===== config.mk =====
export PLATFORM = sky130hd
export DESIGN_NAME = adder_share_arbiter_flat
export DESIGN_NICKNAME = d
export VERILOG_FILES = /design/src/rtl/adder_share_arbiter_pkg.sv /design/src/rtl/adder_share_arbiter_if.sv /design/src/rtl/adder_share_arbiter_rr_arbiter.sv /design/src/rtl/ladner_fischer_adder.sv /design/src/rtl/adder_share_arbiter.sv /design/src/flat_wrapper.sv
export SDC_FILE = /design/constraint.sdc
export NUM_CORES = 1
export LEC_CHECK = 0
export ABC_CLOCK_PERIOD_IN_PS = 4600
export CORE_MARGIN = 1.5
export CORE_UTILIZATION = 35
export CTS_CLUSTER_SIZE = 40
export DETAILED_ROUTE_END_ITERATION = 10
export PLACE_DENSITY = 0.69
export REMOVE_ABC_BUFFERS = 1
export SLEW_MARGIN = 25
export SYNTH_ARGS = -nofsm -noshare
export SYNTH_HDL_FRONTEND = slang
export SYNTH_HIERARCHICAL = 1
export SYNTH_SLANG_ARGS = --single-unit

===== constraint.sdc =====
create_clock -name clk -period 4.6 [get_ports clk]
set_clock_uncertainty 0.15 [all_clocks]
set_input_delay 0.69 -clock clk [delete_from_list [all_inputs] [get_ports clk]]
set_output_delay 0.69 -clock clk [all_outputs]
set_load 0.02 [all_outputs]

===== src/rtl/adder_share_arbiter_pkg.sv =====
// Shared types for the adder-sharing arbiter: word width, stage-1 record, round-robin helper.
package adder_arb_pkg;

  localparam int WORD_W   = 32;
  localparam int ID_MAX_W = 4;   // wide enough for up to 16 requesters

  typedef struct packed {
    logic [WORD_W-1:0]   a;
    logic [WORD_W-1:0]   b;      // already conditionally inverted for subtract
    logic                cin;
    logic                chain;  // take carry-in from the previous result instead of cin
    logic [ID_MAX_W-1:0] id;
  } s1_t;

  function automatic logic [ID_MAX_W-1:0] rr_next(input logic [ID_MAX_W-1:0] idx,
                                                   input int nreq);
    logic [ID_MAX_W:0] nxt;
    nxt = {1'b0, idx} + 1'b1;
    return (int'(nxt) >= nreq) ? '0 : nxt[ID_MAX_W-1:0];
  endfunction

endpackage


===== src/rtl/adder_share_arbiter_if.sv =====
// Request/response bundle between ALU issue ports and the shared adder.
// ADDER_ARB_LOCK_EN adds the per-requester req_lock vector.
interface adder_share_arbiter_if import adder_arb_pkg::*; #(parameter int NREQ = 4);

  localparam int IDW = (NREQ > 1) ? $clog2(NREQ) : 1;

  logic [NREQ-1:0]        req_valid;
  logic [NREQ-1:0]        req_ready;
  logic [NREQ*WORD_W-1:0] req_a;
  logic [NREQ*WORD_W-1:0] req_b;
  logic [NREQ-1:0]        req_cin;
  logic [NREQ-1:0]        req_sub;
`ifdef ADDER_ARB_LOCK_EN
  logic [NREQ-1:0]        req_lock;
`endif
  logic                   rsp_valid;
  logic                   rsp_ready;
  logic [WORD_W-1:0]      rsp_sum;
  logic                   rsp_cout;
  logic [IDW-1:0]         rsp_id;

  modport master (
    output req_valid, req_a, req_b, req_cin, req_sub, rsp_ready,
    input  req_ready, rsp_valid, rsp_sum, rsp_cout, rsp_id
`ifdef ADDER_ARB_LOCK_EN
    , output req_lock
`endif
  );

  modport slave (
    input  req_valid, req_a, req_b, req_cin, req_sub, rsp_ready,
    output req_ready, rsp_valid, rsp_sum, rsp_cout, rsp_id
`ifdef ADDER_ARB_LOCK_EN
    , input req_lock
`endif
  );

endinterface


===== src/rtl/adder_share_arbiter_rr_arbiter.sv =====
// Round-robin arbiter: first asserted request at or above ptr_i (with wrap) wins.
// Purely combinational; no grant when en_i is low.
module rr_arbiter import adder_arb_pkg::*; #(
  parameter int NREQ = 4
) (
  input  logic [NREQ-1:0]     req_i,
  input  logic [ID_MAX_W-1:0] ptr_i,
  input  logic                en_i,
  output logic [NREQ-1:0]     gnt_o,
  output logic [ID_MAX_W-1:0] gnt_idx_o
);

  logic [NREQ-1:0]   rot;
  logic              hit;
  logic [ID_MAX_W:0] off;
  logic [ID_MAX_W:0] pos;

  always_comb begin
    // rot[k] is the request at position (ptr + k) mod NREQ
    rot = NREQ'({req_i, req_i} >> ptr_i);
    hit = |rot;
    off = '0;
    for (int k = NREQ - 1; k >= 0; k--) begin
      if (rot[k]) off = (ID_MAX_W + 1)'(k);
    end
    pos = {1'b0, ptr_i} + off;
    if (pos >= (ID_MAX_W + 1)'(NREQ)) pos = pos - (ID_MAX_W + 1)'(NREQ);
    gnt_idx_o = pos[ID_MAX_W-1:0];
    gnt_o     = '0;
    for (int j = 0; j < NREQ; j++) begin
      gnt_o[j] = en_i & hit & (gnt_idx_o == ID_MAX_W'(j));
    end
  end

endmodule


===== src/rtl/ladner_fischer_adder.sv =====
// Parallel-prefix adder, minimum-depth Ladner-Fischer (Sklansky) carry tree.
module ladner_fischer_adder #(
  parameter int WIDTH = 32
) (
  input  logic [WIDTH-1:0] a,
  input  logic [WIDTH-1:0] b,
  input  logic             cin,
  output logic [WIDTH-1:0] sum,
  output logic             cout
);

  localparam int LV = $clog2(WIDTH);

  logic [WIDTH-1:0] gg, pp, gn, pn, p0;
  logic [WIDTH:0]   c;

  always_comb begin
    p0 = a ^ b;
    gg = a & b;
    pp = p0;
    gn = '0;
    pn = '0;
    for (int l = 0; l < LV; l++) begin
      gn = gg;
      pn = pp;
      for (int i = 0; i < WIDTH; i++) begin
        if (((i >> l) & 1) == 1) begin
          gn[i] = gg[i] | (pp[i] & gg[((i >> l) << l) - 1]);
          pn[i] = pp[i] & pp[((i >> l) << l) - 1];
        end
      end
      gg = gn;
      pp = pn;
    end
    // gg/pp now hold group generate/propagate for bits [i:0]
    c    = {gg | (pp & {WIDTH{cin}}), cin};
    sum  = p0 ^ c[WIDTH-1:0];
    cout = c[WIDTH];
  end

endmodule


===== src/rtl/adder_share_arbiter.sv =====
// Round-robin share of one 32-bit adder: operand register, adder, result register (2-cycle latency).
// ADDER_ARB_LOCK_EN enables lock-and-chain for multi-word arithmetic.
module adder_share_arbiter import adder_arb_pkg::*; #(
  parameter int NREQ = 4
) (
  input logic                  clk,
  input logic                  rst_n,
  adder_share_arbiter_if.slave bus
);

  localparam int IDW = (NREQ > 1) ? $clog2(NREQ) : 1;

  logic                stall, can_adv, accept;
  logic [NREQ-1:0]     arb_req, gnt;
  logic [ID_MAX_W-1:0] gnt_idx;
  logic [ID_MAX_W-1:0] ptr_q, ptr_d;
  s1_t                 s1_q, s1_d;
  logic                s1_vld_q, s1_vld_d;
  logic                rsp_valid_q, rsp_valid_d;
  logic [WORD_W-1:0]   rsp_sum_q, rsp_sum_d;
  logic                rsp_cout_q, rsp_cout_d;
  logic [IDW-1:0]      rsp_id_q, rsp_id_d;
  logic [WORD_W-1:0]   sel_a, sel_b, add_sum;
  logic                sel_cin, sel_sub, add_cin, add_cout;
  logic                unused_id_hi;

`ifdef ADDER_ARB_LOCK_EN
  logic                lock_q, lock_d;
  logic [ID_MAX_W-1:0] lock_id_q, lock_id_d;
  logic                sel_lock;
`else
  logic                unused_chain;
  assign unused_chain = s1_q.chain;
`endif

  assign unused_id_hi = ^(s1_q.id >> IDW);

  assign stall   = rsp_valid_q & ~bus.rsp_ready;
  assign can_adv = ~s1_vld_q | ~stall;

`ifdef ADDER_ARB_LOCK_EN
  assign arb_req = lock_q ? (bus.req_valid & (NREQ'(1) << lock_id_q)) : bus.req_valid;
`else
  assign arb_req = bus.req_valid;
`endif

  rr_arbiter #(.NREQ(NREQ)) u_arb (
    .req_i     (arb_req),
    .ptr_i     (ptr_q),
    .en_i      (can_adv),
    .gnt_o     (gnt),
    .gnt_idx_o (gnt_idx)
  );

  assign accept = |gnt;

  always_comb begin
    sel_a   = '0;
    sel_b   = '0;
    sel_cin = 1'b0;
    sel_sub = 1'b0;
`ifdef ADDER_ARB_LOCK_EN
    sel_lock = 1'b0;
`endif
    for (int i = 0; i < NREQ; i++) begin
      if (gnt[i]) begin
        sel_a   = bus.req_a[i*WORD_W +: WORD_W];
        sel_b   = bus.req_b[i*WORD_W +: WORD_W];
        sel_cin = bus.req_cin[i];
        sel_sub = bus.req_sub[i];
`ifdef ADDER_ARB_LOCK_EN
        sel_lock = bus.req_lock[i];
`endif
      end
    end
  end

  // Chained ops take the carry of the preceding word, which sits in the result register.
`ifdef ADDER_ARB_LOCK_EN
  assign add_cin = s1_q.chain ? rsp_cout_q : s1_q.cin;
`else
  assign add_cin = s1_q.cin;
`endif

  ladner_fischer_adder #(.WIDTH(WORD_W)) u_add (
    .a    (s1_q.a),
    .b    (s1_q.b),
    .cin  (add_cin),
    .sum  (add_sum),
    .cout (add_cout)
  );

  always_comb begin
    s1_d        = s1_q;
    s1_vld_d    = s1_vld_q;
    ptr_d       = ptr_q;
    rsp_valid_d = rsp_valid_q;
    rsp_sum_d   = rsp_sum_q;
    rsp_cout_d  = rsp_cout_q;
    rsp_id_d    = rsp_id_q;
`ifdef ADDER_ARB_LOCK_EN
    lock_d      = lock_q;
    lock_id_d   = lock_id_q;
`endif
    if (can_adv) s1_vld_d = accept;
    if (accept) begin
      s1_d.a   = sel_a;
      s1_d.b   = sel_b ^ {WORD_W{sel_sub}};
      s1_d.cin = sel_cin;
      s1_d.id  = gnt_idx;
      ptr_d    = rr_next(gnt_idx, NREQ);
`ifdef ADDER_ARB_LOCK_EN
      s1_d.chain = lock_q;
      lock_d     = sel_lock;
      lock_id_d  = gnt_idx;
`else
      s1_d.chain = 1'b0;
`endif
    end
    if (!stall) begin
      rsp_valid_d = s1_vld_q;
      if (s1_vld_q) begin
        rsp_sum_d  = add_sum;
        rsp_cout_d = add_cout;
        rsp_id_d   = s1_q.id[IDW-1:0];
      end
    end
  end

  always_ff @(posedge clk or negedge rst_n) begin
    if (!rst_n) begin
      s1_q        <= '0;
      s1_vld_q    <= 1'b0;
      ptr_q       <= '0;
      rsp_valid_q <= 1'b0;
      rsp_sum_q   <= '0;
      rsp_cout_q  <= 1'b0;
      rsp_id_q    <= '0;
    end else begin
      s1_q        <= s1_d;
      s1_vld_q    <= s1_vld_d;
      ptr_q       <= ptr_d;
      rsp_valid_q <= rsp_valid_d;
      rsp_sum_q   <= rsp_sum_d;
      rsp_cout_q  <= rsp_cout_d;
      rsp_id_q    <= rsp_id_d;
    end
  end

`ifdef ADDER_ARB_LOCK_EN
  always_ff @(posedge clk or negedge rst_n) begin
    if (!rst_n) begin
      lock_q    <= 1'b0;
      lock_id_q <= '0;
    end else begin
      lock_q    <= lock_d;
      lock_id_q <= lock_id_d;
    end
  end
`endif

  assign bus.req_ready = gnt;
  assign bus.rsp_valid = rsp_valid_q;
  assign bus.rsp_sum   = rsp_sum_q;
  assign bus.rsp_cout  = rsp_cout_q;
  assign bus.rsp_id    = rsp_id_q;

endmodule


===== src/flat_wrapper.sv =====
// flat-port wrapper written by rule: the top's interface ports become plain ports
module adder_share_arbiter_flat import adder_arb_pkg::*;
#(
  parameter int NREQ = 4
)
  (clk, rst_n, bus_req_valid, bus_req_a, bus_req_b, bus_req_cin, bus_req_sub, bus_rsp_ready, bus_req_ready, bus_rsp_valid, bus_rsp_sum, bus_rsp_cout, bus_rsp_id);
  adder_share_arbiter_if #(.NREQ(NREQ)) bus_i ();
  input logic clk;
  input logic rst_n;
  input wire logic [$bits(bus_i.req_valid)-1:0] bus_req_valid;
  input wire logic [$bits(bus_i.req_a)-1:0] bus_req_a;
  input wire logic [$bits(bus_i.req_b)-1:0] bus_req_b;
  input wire logic [$bits(bus_i.req_cin)-1:0] bus_req_cin;
  input wire logic [$bits(bus_i.req_sub)-1:0] bus_req_sub;
  input wire logic [$bits(bus_i.rsp_ready)-1:0] bus_rsp_ready;
  output wire logic [$bits(bus_i.req_ready)-1:0] bus_req_ready;
  output wire logic [$bits(bus_i.rsp_valid)-1:0] bus_rsp_valid;
  output wire logic [$bits(bus_i.rsp_sum)-1:0] bus_rsp_sum;
  output wire logic [$bits(bus_i.rsp_cout)-1:0] bus_rsp_cout;
  output wire logic [$bits(bus_i.rsp_id)-1:0] bus_rsp_id;
  assign bus_i.req_valid = bus_req_valid;
  assign bus_i.req_a = bus_req_a;
  assign bus_i.req_b = bus_req_b;
  assign bus_i.req_cin = bus_req_cin;
  assign bus_i.req_sub = bus_req_sub;
  assign bus_i.rsp_ready = bus_rsp_ready;
  assign bus_req_ready = bus_i.req_ready;
  assign bus_rsp_valid = bus_i.rsp_valid;
  assign bus_rsp_sum = bus_i.rsp_sum;
  assign bus_rsp_cout = bus_i.rsp_cout;
  assign bus_rsp_id = bus_i.rsp_id;
  adder_share_arbiter #(.NREQ(NREQ)) u_core (.clk(clk), .rst_n(rst_n), .bus(bus_i));
endmodule

Yosys cells after proc, flatten, opt, wreduce, memory -nomap -nowiden
Index checks and enable logic that the tools add are counted.

Bits of input ports: 271. Register bits after elaboration: 108. Output and inout bits: 40. Bits in read-only memories: 0. Bits in latches: 0. Memories: 0. Memory bits (writable): 0.

Add/subtract/negate cells: 3. Bitwise operators: 256. Div/mod/pow operators: 0. Shift operators: 1. Order comparisons: 2. Multiply operators: 0. Equality and inequality tests: 3. Reduce and logical (&&, ||, !) cells: 4. Muxes and demuxes: 22.

Operator list (number): two-way mux 32 bit (8); AND 1 bit (166); XOR 32 bit (3); OR 1 bit (81); AND 32 bit (2); OR 32 bit (1); two-way mux 5 bit (3); >= comparator 5 x 3 -> 1 bit (second input constant) (2); equality test 4 x 2 -> 1 bit (second input constant) (2); two-way mux 1 bit (8); two-way mux 4 bit (2); OR reduction 4 bit (2); right shift 8 x 4 -> 4 bit (1); adder 4 x 1 -> 5 bit (second input constant) (1); adder 4 x 5 -> 5 bit (1); equality test 4 x 1 -> 1 bit (second input constant) (1); zero test 4 bit (1); subtractor 4 x 3 -> 4 bit (second input constant) (1); NOT 1 bit (3); two-way mux 2 bit (1); AND reduction 2 bit (1).

Logic depth before layout (Yosys ltp)
Gate-level depths: netlist of the first run.

Depth in word-level cells: 15. Depth in mapped cells: 22. Depth with buffers taken out: 18.

Hierarchy
The synthesis of the first run kept the hierarchy.

Modules (own cells, without submodules): adder_share_arbiter (cells an instance 617, instances 1, area an instance 6108.4 µm²); ladner_fischer_adder (cells an instance 184, instances 1, area an instance 1418.9 µm²); rr_arbiter (cells an instance 55, instances 1, area an instance 429.2 µm²).

Worst setup path after synthesis of the first run
No wires, ideal clock.

Kind: in2reg. Start point: input port bus_req_valid[1]. End point: register u_core/s1_q[19] (netlist name). Library setup time: 0.124 ns. Stages on the path: 19. Setup slack: -1.012 ns. Path buffers: 2. Arrival: 5.338 ns. Required time: 4.326 ns. Cell sequence: mux4_1 > nor2_1 > o31a_1 > ha_1 > inv_1 > fa_1 > or2b_1 > and2_1 > ha_1 > and3b_1 > a211oi_2 > o221ai_2 > nor4_1 > nor2b_1 > buf_4 > buf_2 > a221oi_1 > o21a_1 > a211o_1.

Word-level cells in the longest chain between the ends: 15. Elaborated cells between the ends (all ways): 29. Those cells by class: add/sub (2); order compare (1); eq/ne (3); shift (1); mux (13); bitwise (6); reduce/logical (3).

Ends and longest elaborated chain: from (decl) (line flat_wrapper.sv:10) `input wire logic [$bits(bus_i.req_valid)-1:0] bus_req_valid;`; right shift 8 x 4 -> 4 bit (*) (line adder_share_arbiter_rr_arbiter.sv:20) `rot = NREQ'({req_i, req_i} >> ptr_i);`; two-way mux 2 bit (line adder_share_arbiter_rr_arbiter.sv:24) `if (rot[k]) off = (ID_MAX_W + 1)'(k);`; two-way mux 5 bit (3 in a row) (line adder_share_arbiter_rr_arbiter.sv:24); adder 4 x 5 -> 5 bit (line adder_share_arbiter_rr_arbiter.sv:26) `pos = {1'b0, ptr_i} + off;`; subtractor 4 x 3 -> 4 bit / >= comparator 5 x 3 -> 1 bit (equally long branches) (line adder_share_arbiter_rr_arbiter.sv:27) `if (pos >= (ID_MAX_W + 1)'(NREQ)) pos = pos - (ID_MAX_W + 1)'(NREQ);`; two-way mux 4 bit (line adder_share_arbiter_rr_arbiter.sv:27); zero test 4 bit (line adder_share_arbiter_rr_arbiter.sv:31) `gnt_o[j] = en_i & hit & (gnt_idx_o == ID_MAX_W'(j));`; AND 1 bit (*) (line adder_share_arbiter_rr_arbiter.sv:31); named net bus_req_ready[0] (line flat_wrapper.sv:16) `output wire logic [$bits(bus_i.req_ready)-1:0] bus_req_ready;`; two-way mux 32 bit / two-way mux 1 bit (equally long branches) (4 in a row) (line adder_share_arbiter.sv:66) `if (gnt[i]) begin`; XOR 32 bit (line adder_share_arbiter.sv:108) `s1_d.b = sel_b ^ {WORD_W{sel_sub}};`; to (signal assigned) (line adder_share_arbiter.sv:132) `s1_q <= '0;`; to (signal assigned) (line adder_share_arbiter.sv:140) `s1_q <= s1_d;`; to (decl) (line adder_share_arbiter.sv:17) `s1_t s1_q, s1_d;`.

The timed path passes the listed nets; every way through them passes the cells marked *. A chain may end at the register's enable or synchronous reset.

Worst setup path after layout of the first run
Start point: register u_core.ptr_q[0]. End point: output port bus_req_ready[2].

Word-level cells in the longest chain between the ends: 10. Elaborated cells between the ends (all ways): 13. Those cells by class: add/sub (2); order compare (1); eq/ne (1); shift (1); mux (5); bitwise (2); reduce/logical (1).

Ends and longest elaborated chain: from (decl) (line adder_share_arbiter.sv:16) `logic [ID_MAX_W-1:0] ptr_q, ptr_d;`; from (signal assigned) (line adder_share_arbiter.sv:142) `ptr_q <= ptr_d;`; right shift 8 x 4 -> 4 bit (line adder_share_arbiter_rr_arbiter.sv:20); two-way mux 2 bit (line adder_share_arbiter_rr_arbiter.sv:24); two-way mux 5 bit (3 in a row) (line adder_share_arbiter_rr_arbiter.sv:24); adder 4 x 5 -> 5 bit (*) (line adder_share_arbiter_rr_arbiter.sv:26); subtractor 4 x 3 -> 4 bit / >= comparator 5 x 3 -> 1 bit (equally long branches) (line adder_share_arbiter_rr_arbiter.sv:27); two-way mux 4 bit (*) (line adder_share_arbiter_rr_arbiter.sv:27); named net u_core.gnt_idx[3] (line adder_share_arbiter.sv:15) `logic [ID_MAX_W-1:0] gnt_idx;`; equality test 4 x 2 -> 1 bit (*) (line adder_share_arbiter_rr_arbiter.sv:31); AND 1 bit (*) (line adder_share_arbiter_rr_arbiter.sv:31); to (decl) (line flat_wrapper.sv:16).

Marks and branches as above.

==> results.md, run 1 <==
* Vias post-DR at 8,631
* Crit path buffers/inverters at 4
* Main flop type after synthesis: dfrtp_1
* First-pass GRT wire length at 46,200 µm
* Initial antenna violation count at 0
* Flop and latch count out of synthesis at 108
* Routed len/inst at 21.6 µm
* Clock root buffer master: clkbuf_16
* Hold Slack at 0.254 ns
* Total Wirelength at 33,000 µm
* Pins over their slew limit at 0
* Synthesized area at 7960 µm²
* Tmin final at 4.93 ns
* Clock Path Buffers at 2
* Failing checks: setup timing
* Starting DRT DRC Count at 439
* Status: finished with violations
* Routability cong. at 0.886
* Final WS setup at -0.334 ns
* Unique masters post-synth at 72
* Die Y at 154 µm
* Most frequent cells in the layout: clkdlybuf4s50_1, dfrtp_1, buf_4
* IO buf count at 310
* Share of layout cells above drive strength 1 at 0.257
* Max stage delay cell, worst path: dfrtp_2
* CP top delay family: simple AND/OR/NAND/NOR gates
* Clock Sinks at 108
* Dpl hpwl at 21,200 µm
* Total CTS buffers at 9
* CP Class: flop to primary output
* Die area at 23,600 µm²
* Final ANT Viol Nets at 0
* I/O pin count at 311
* Residual DRC count at 0
* Vias per cell at 5.64
* Total Routing Usage GR at 0.252
* Largest net degree at the start of global routing at 56
* Synth-to-layout area growth at 73.1%
* Clk_lat worst skew at 0.36 ns
* GRT Residual Overflow at 0
* Final-report hold violation count at 0
* Post-synthesis sequential area ratio at 0.340
* CORE AREA at 22,100 µm²
* RSZ-0062 raised after global routing: yes
* Worst EP arrival at 4.09 ns
* Required @ worst endpoint at 3.76 ns
* Placed Instances at 1,447
* Crit-path max FO at 4
* N_diodes at 0
* Cell repeated most along the worst path: buf_6
* CTS tree: yes
* Worst setup SP type: flop
* Reg clk slew, reported paths at 0.07 ns
* Non-Filler Instances at 1,531
* CP cell instances: buf_6, and2_4, or3_4, and4b_1, o21a_1, ha_4, a21o_1, nand2_2, xnor2_2, ha_4, and3b_2, o22ai_4, a31oi_4, buf_6, nor4_4, buf_4, buf_6
* Hold_buf cts at 0
* CTS H-tree lvls at 3
* Num rows at 54
* Mapped Avg Cell Area at 9.29 µm²
* Final setup fails at 74
* Async set or reset register ratio after synthesis at 1.00
* FMAX at 0.203 GHz
* Critical Path Max Stage Delay at 0.44 ns
* Most common cell after layout, fill and taps aside: clkdlybuf4s50_1
* CP endpoint kind: primary output
* Post-synth EDFFs at 0
* Headroom to the max-slew limit at 0.508
* Final period utilization at 1.07
* Die W at 154 µm
* Mapped Cells at 856
* Initial Util at 0.360
* Final nets at 1,556
* Tightest Pin Transition at 0.738 ns
* MaxCap Viol Count at 0
* Vias in the first global route at 8,528
* Synth warn at 6
* DRT Pass-1 Iters at 6
* Hold crit path type: input pin to asynchronous set/reset pin
## metrics by stage
step                setup WS (ns)  area [µm²]   util  setup TNS (ns)
finish                     -0.334       13800  0.623          -14.74
global route               -0.472       13800  0.623          -28.08
CTS                        -0.252       12800  0.579           -7.98
detailed placement          -1.18       11700  0.531          -81.80
global placement            -1.07       11700  0.531          -73.44
floorplan                   -8.03        7590      -         -522.38
## path summary, 6_finish.rpt
| kind | slack (ns) | startpoint | endpoint | cells past startpoint |
|---|---|---|---|---|
| min in group clk | 0.35 | u_core/s1_q[1] | u_core/s1_q[1] | 2 |
| worst max register to register | -0.30 | u_core/ptr_q[0] | u_core/s1_q[37] | 22 |
| max in group asynchronous | 3.09 | rst_n | u_core/ptr_q[0] | 2 |
| worst min-delay path | 0.25 | rst_n | u_core/s1_q[63] | 1 |
| worst max-delay path | -0.33 | u_core/ptr_q[0] | bus_req_ready[2] | 17 |
| worst min register to register | 0.35 | u_core/s1_q[1] | u_core/s1_q[1] | 2 |
## sequential cells by signal, summed over array words and instances (netlist names)
register	count
u_core/s1_q	66
u_core/bus.rsp_cout	1
u_core/bus.rsp_valid	1
u_core/ptr_q	4
u_core/bus.rsp_sum	32
u_core/add_cin	1
u_core/s1_vld_q	1
u_core/bus.rsp_id	2
## synth_stat cells (9+ instances only)
cell | number | share of area
nor3_1 | 46 | 0.029
dfrtp_1 | 108 | 0.34
o31a_1 | 29 | 0.032
nand2b_1 | 63 | 0.050
buf_2 | 20 | 0.013
buf_6 | 11 | 0.016
clkbuf_1 | 27 | 0.013
nand2_1 | 19 | 0.0090
mux2_2 | 35 | 0.050
nor2_1 | 49 | 0.023
a21o_1 | 10 | 0.0094
ha_1 | 36 | 0.057
a221o_1 | 32 | 0.040
inv_1 | 19 | 0.0090
xnor2_1 | 17 | 0.019
o21a_1 | 39 | 0.037
xor2_1 | 9 | 0.0099
o22ai_1 | 33 | 0.026
a21oi_1 | 85 | 0.053
nand3_1 | 36 | 0.023
a221oi_1 | 34 | 0.037
## final cells by class
cell class | instances | area (µm²)
Clock buffer | 10 | 239
Clock inverter | 5 | 61.3
Fill cell | 1839 | 8320
Inverter | 20 | 75.1
Multi-Input combinational cell | 663 | 5470
Sequential cell | 108 | 2700
Tap cell | 280 | 350
Timing Repair Buffer | 445 | 4870
## repair_timing
action                     CTS  global route
cloned                      12            16
buffers inserted            29            16
pin swaps                   20            73
setup endpoints to repair   76            76
resized for setup          107           104
## kinds of logic (layout without fill, tap and decap cells)
| family | count (synthesis) | in the layout | synth area share |
|---|---|---|---|
| AO/OA/AOI/OAI | 308 | 308 | 0.286 |
| AND/OR/NAND/NOR | 254 | 254 | 0.175 |
| flip-flops | 108 | 108 | 0.340 |
| adder cells (fa/ha/maj) | 38 | 38 | 0.0616 |
| multiplexers | 37 | 37 | 0.0541 |
| XOR/XNOR | 26 | 26 | 0.0286 |
| buffers and inverters | 85 | 480 | 0.0550 |
## metal layers
| layer | wire length [µm] | up-vias | GRT usage |
|---|---|---|---|
| met1 | 13300 | 4172 | 0.306 |
| met4 | 887 | 0 | 0.0902 |
| met2 | 16700 | 357 | 0.450 |
| met3 | 2110 | 54 | 0.0414 |
| met5 | 0 | - | 0 |
| li1 | - | 4048 | - |
Power of run 1 is not shown: default switching activity piles up to over one toggle a cycle in this logic, so the estimate is an artifact.
==> run 2, diff against run 1 <==
Settings changed: GPL_ROUTABILITY_DRIVEN from default to 0.
==> results of run 2 <==
The final DEF is identical to that of run 1; final timing and power are the same.
Power of run 2 is left out for the same reason.
==> run 3, diff against run 2 <==
Settings changed: HOLD_SLACK_MARGIN from default to 0.03.
==> results of run 3 <==
The final DEF is identical to that of run 1; final timing and power are the same.
Power of run 3 is left out for the same reason.
